## src/rtl/mips_defines.sv

```systemverilog
// Shared core definitions: datapath widths, NOP encoding and the fetch queue entry layout.
package mips_defines;

  localparam int INST_W          = 32;
  localparam int PC_W            = 32;
  localparam int ENTRY_W         = PC_W + INST_W;
  localparam int INST_FIFO_DEPTH = 4;

  localparam logic [INST_W-1:0] NOP_INST = 32'h0000_0000;

  typedef struct packed {
    logic [PC_W-1:0]   pc;
    logic [INST_W-1:0] inst;
  } fetch_entry_t;

endpackage

```

## src/rtl/inst_fifo_mem.sv

```systemverilog
// DEPTH x {pc,inst} register array: one write port, one asynchronous read port, async clear.
module inst_fifo_mem
  import mips_defines::*;
#(
  parameter int DEPTH = INST_FIFO_DEPTH,
  parameter int PTR_W = $clog2(DEPTH)
) (
  input  logic               clk,
  input  logic               resetn,
  input  logic               we,
  input  logic [PTR_W-1:0]   waddr,
  input  logic [ENTRY_W-1:0] wdata,
  input  logic [PTR_W-1:0]   raddr,
  output logic [ENTRY_W-1:0] rdata
);

  logic [DEPTH-1:0][ENTRY_W-1:0] mem;

  // One register per entry so each slot owns its own clear and write enable.
  for (genvar i = 0; i < DEPTH; i++) begin : g_ent
    logic [ENTRY_W-1:0] q;

    always_ff @(posedge clk or negedge resetn) begin
      if (!resetn)                          q <= '0;
      else if (we && waddr == PTR_W'(i))    q <= wdata;
    end

    assign mem[i] = q;
  end

  assign rdata = mem[raddr];

endmodule

```

## src/rtl/inst_fifo.sv

```systemverilog
// Instruction queue between fetch (data_ok returns) and decode; flush on redirect.
// Define INST_FIFO_BYPASS_EN for a zero-latency empty-queue bypass path.
module inst_fifo
  import mips_defines::*;
#(
  parameter  int DEPTH = INST_FIFO_DEPTH,
  localparam int PTR_W = $clog2(DEPTH)
) (
  input  logic              clk,
  input  logic              resetn,
  input  logic              flush,
  input  logic              in_valid,
  input  logic [PC_W-1:0]   in_pc,
  input  logic [INST_W-1:0] in_inst,
  output logic              in_ready,
  output logic              out_valid,
  output logic [PC_W-1:0]   out_pc,
  output logic [INST_W-1:0] out_inst,
  input  logic              out_ready,
  output logic [PTR_W:0]    count
);

  localparam logic [PTR_W:0] FULL_CNT = (PTR_W+1)'(DEPTH);

  logic [PTR_W-1:0] wr_ptr, rd_ptr;
  logic             empty, full, push, pop, bypass_take;
  fetch_entry_t     wentry, rentry;

  assign empty    = (count == '0);
  assign full     = (count == FULL_CNT);
  assign in_ready = !full;
  assign wentry   = '{pc: in_pc, inst: in_inst};

`ifdef INST_FIFO_BYPASS_EN
  logic bypass;
  // Empty queue with a fresh response: hand it straight to decode.
  assign bypass      = empty && in_valid && !flush;
  assign bypass_take = bypass && out_ready;
  assign out_valid   = !empty || bypass;
  assign out_pc      = bypass ? in_pc   : (empty ? '0       : rentry.pc);
  assign out_inst    = bypass ? in_inst : (empty ? NOP_INST : rentry.inst);
`else
  assign bypass_take = 1'b0;
  assign out_valid   = !empty;
  assign out_pc      = empty ? '0       : rentry.pc;
  assign out_inst    = empty ? NOP_INST : rentry.inst;
`endif

  // Full queue refuses the push even when a pop drains a slot this cycle.
  assign push = in_valid && in_ready && !bypass_take;
  assign pop  = out_ready && !empty;

  always_ff @(posedge clk or negedge resetn) begin
    if (!resetn) begin
      wr_ptr <= '0;
      rd_ptr <= '0;
      count  <= '0;
    end else if (flush) begin
      wr_ptr <= '0;
      rd_ptr <= '0;
      count  <= '0;
    end else begin
      if (push) wr_ptr <= wr_ptr + PTR_W'(1);
      if (pop)  rd_ptr <= rd_ptr + PTR_W'(1);
      case ({push, pop})
        2'b10:   count <= count + (PTR_W+1)'(1);
        2'b01:   count <= count - (PTR_W+1)'(1);
        default: count <= count;
      endcase
    end
  end

  inst_fifo_mem #(.DEPTH(DEPTH), .PTR_W(PTR_W)) u_mem (
    .clk    (clk),
    .resetn (resetn),
    .we     (push && !flush),
    .waddr  (wr_ptr),
    .wdata  (wentry),
    .raddr  (rd_ptr),
    .rdata  (rentry)
  );

endmodule
```

## config.mk

```make
export PLATFORM = sky130hd
export DESIGN_NAME = inst_fifo
export DESIGN_NICKNAME = d
export VERILOG_FILES = /design/src/rtl/mips_defines.sv /design/src/rtl/inst_fifo_mem.sv /design/src/rtl/inst_fifo.sv
export SDC_FILE = /design/constraint.sdc
export NUM_CORES = 1
export LEC_CHECK = 0
export BUFFER_PORTS_ARGS = -buffer_cell sky130_fd_sc_hd__buf_2
export CELL_PAD_IN_SITES_DETAIL_PLACEMENT = 0
export CELL_PAD_IN_SITES_GLOBAL_PLACEMENT = 1
export CORE_MARGIN = 1.5
export CORE_UTILIZATION = 40
export CTS_CLUSTER_SIZE = 8
export DETAILED_ROUTE_END_ITERATION = 10
export PLACE_DENSITY = 0.76
export SYNTH_ARGS = -nofsm -noshare
export SYNTH_HDL_FRONTEND = slang
export SYNTH_HIERARCHICAL = 1
export SYNTH_SLANG_ARGS = --single-unit
```

## constraint.sdc

```tcl
create_clock -name clk -period 3 [get_ports clk]
set_input_delay 0.6 -clock clk [delete_from_list [all_inputs] [get_ports clk]]
set_output_delay 0.6 -clock clk [all_outputs]
set_load 0.02 [all_outputs]
```

==> summary.md <==
| Metric | Value |
|---|---|
| Status | `finished clean` |
| Port bufs | `137` |
| Area growth, synth to finish | `16.86%` |
| Crit path max-delay family | `simple AND/OR/NAND/NOR gates` |
| Count leader, synth | `dfrtp_1` |
| Yosys warnings | `6` |
| Initial DRT Pass Iterations | `4` |
| Starting density of the core | `around two fifths` |
| Critical-path maximum fanout | `between 50 and 60` |
| Slowest stage cell, crit path | `or3_2` |
| CP Class | `reg -> out` |
| Clk_lat worst skew | `510 ps` |
| Synthesis-stage register bit count | `~260` |
| CP Capture Type | `output port` |
| CTS Buffer Depth | `3` |
| Clock skew | `13.79 ps` |
| Ys async rst share | `100.0%` |
| Final HPWL DP | `15.09 mm` |
| Final Slew Violations | `0` |
| VDD IR max | `0.4173 mV` |
| Inst Count DP | `1244` |
| Number of flops mapped to enable cells by yosys | `0` |
| CP Launch Type | `register` |
| Post-route cell area | `about 14000 µm²` |
| # Max-Cap Violations | `0` |
| Die width | `about 180 µm` |
| Leakage power | `6.655 nW` |
| Final count of hold timing violations | `0` |
| F_max | `355.2 MHz` |
| Post-route ant nets | `0` |
| # H-tree levels | `2` |
| Share of the synthesized area in the top cell type | `53.71%` |
| Synthesized Nets | `816` |
| Clock sinks | `263` |
| Core Region | `29870 µm²` |
| FF-to-FF Start | `count[0]` |
| Final core utilization | `47.93%` |
| Postcts setup bufs | `0` |
| Yosys cell types | `38` |
| Clock root buffer master | `clkbuf_16` |
| DR vias/cell | `5.222` |
| Net count, final | `about 960` |
| Worst Tran Pin Value | `725.8 ps` |
| Cell taking the most area after synthesis | `dfrtp_1` |
| Worst path bufs/invs | `2` |
| Gr usage total | `16.84%` |
| Die Area | `31690 µm²` |
| Critical Path Start | `count[2]` |
| Worst-path cell chain | `or3_2 > buf_12 > and2_1 > buf_2` |
| Synth area leaders | `dfrtp_1 (54%), mux2_2 (13%), mux4_2 (12%), mux2_1 (6.2%), mux2_4 (6.1%)` |
| Max incr delay on CP | `620 ps` |
| Endpoints failing setup | `0` |
| Post-Syn Instances | `746` |
| Min-delay worst type | `in -> async` |
| Worst Path Required | `2400 ps` |
| RSZ-0062 raised after global routing | `false` |
| Share of layout cells above drive strength 1 | `51.84%` |
| Post-route insts no fill | `1289` |
| Worst EP arrival | `approximately 2200 ps` |
| Routed Wire Length | `25.12 mm` |
| # IOs | `138` |
| Dpl cell area | `13300 µm²` |
| Num CTS Buffers | `38` |
| Row cnt | `63` |
| Largest net degree at the start of global routing | `85` |
| Die H | `178.0 µm` |
| First-pass GRT wire length | `41.28 mm` |
| Syn Area/Cell | `16.42 µm²` |
| DRC | `0` |
| Total power draw | `0.01180 W` |
| GP Congestion | `just over 0.7` |
| CTS tree | `yes` |
| Post-cts sizing count | `0` |
| Final Cycle Share | `93.84%` |
| Tmin final | `between 2000 and 3000 ps` |
| Antenna violations before repair | `1` |
| Most frequently used flop master after synthesis | `dfrtp_1` |
| TNS Setup | `0 ps` |
| Avg WL per Cell | `19.49 µm` |
| Sequential area share after synthesis | `53.71%` |
| Max-slew headroom | `about half` |
| DRT iter0 DRCs | `343` |
| Mapped Area | `12250 µm²` |
| PwrDens | `824.2 nW/µm²` |
| Total gr overflow | `0` |
| Total number of vias | `6731` |
| Vias in the first global route | `7402` |
| Worst-path clk slew | `50 ps` |
| Synth top cells by count | `dfrtp_1 (263), mux2_2 (141), mux2_1 (67)` |
| Hold-fix buffers, CTS | `0` |
[cells in the final DEF (no fill, tap or decap), types with 3 or more instances in the layout]
| cell type | netlist | layout |
|---|---|---|
| mux4_2 | 64 | 64 |
| inv_1 | 3 | 3 |
| mux2_2 | 141 | 141 |
| nor2_1 | 4 | 4 |
| clkbuf_16 | 0 | 39 |
| mux2_4 | 50 | 50 |
| buf_4 | 11 | 16 |
| and2_1 | 64 | 64 |
| buf_12 | 0 | 8 |
| mux2_1 | 67 | 67 |
| buf_2 | 15 | 136 |
| dfrtp_1 | 263 | 261 |
| nand3_1 | 3 | 3 |
[layout make-up]
class | instances | area (µm²)
clock inverters | 2 | 32.53
well taps | 390 | 488.0
inverters | 4 | 15.01
clock buffers | 41 | 983.4
flip-flops and latches | 263 | 6586
diodes | 2 | 5.005
repair buffers | 161 | 975.9
fillers | 2620 | 15560
multi-input cells | 426 | 5233
[final timing paths]
| kind | end | cells after the start | slack [ps] |
|---|---|---|---|
| max reg2reg | count[2] | 7 | 670 |
| min | u_mem/g_ent[2].q[21] | 1 | 110 |
| min in group clk | u_mem/g_ent[3].q[11] | 2 | 350 |
| min reg2reg | u_mem/g_ent[0].q[23] | 1 | 480 |
| max | out_inst[25] | 4 | 180 |
| max in group asynchronous | u_mem/g_ent[1].q[3] | 2 | 2070 |
[logic make-up after synthesis]
| family | count (synthesis) | share of synthesized area [%] |
|---|---|---|
| xor gates and xnor gates | 3 | 0.2145 |
| AOI/OAI and AO/OA | 13 | 0.7455 |
| adders and majority gates | 1 | 0.1634 |
| muxes | 322 | 37.01 |
| DFF | 263 | 53.71 |
| buffers and inverters | 57 | 3.707 |
| and+or+nand+nor | 87 | 4.452 |
[per-stage QoR]
step | worst slack [ps] | hold slack (ps)
floorplan | 806.5 | 304.4
global placement | 670.1 | 462.8
detailed placement | 591.0 | 474.2
CTS | 174.4 | 124.7
global route | 127.1 | 139.8
finish | 184.7 | 108.1
[layer usage]
metal	up-vias	track usage, %	routed length, µm	share of wire (%)
met4	0	4.027	378	1.5
met3	29	3.453	1188	4.7
met5	-	0	0	0
met2	130	27.12	11880	47
met1	3555	23.40	11670	46
li1	3017	-	-	-
[where the power goes]
group	switching, W	total, W	internal (W)
combinational	0.00122	0.00299	0.00177
sequential	0.000505	0.00510	0.00460
clock	0.00142	0.00371	0.00229
total	0.00315	0.0118	0.00865
[state kept, by name (all words and copies together) (netlist names)]
| name | flops |
|---|---|
| count | 3 |
| rd_ptr | 2 |
| u_mem/g_ent.q | 256 |
| wr_ptr | 2 |
(Power assumes the default switching activity.)
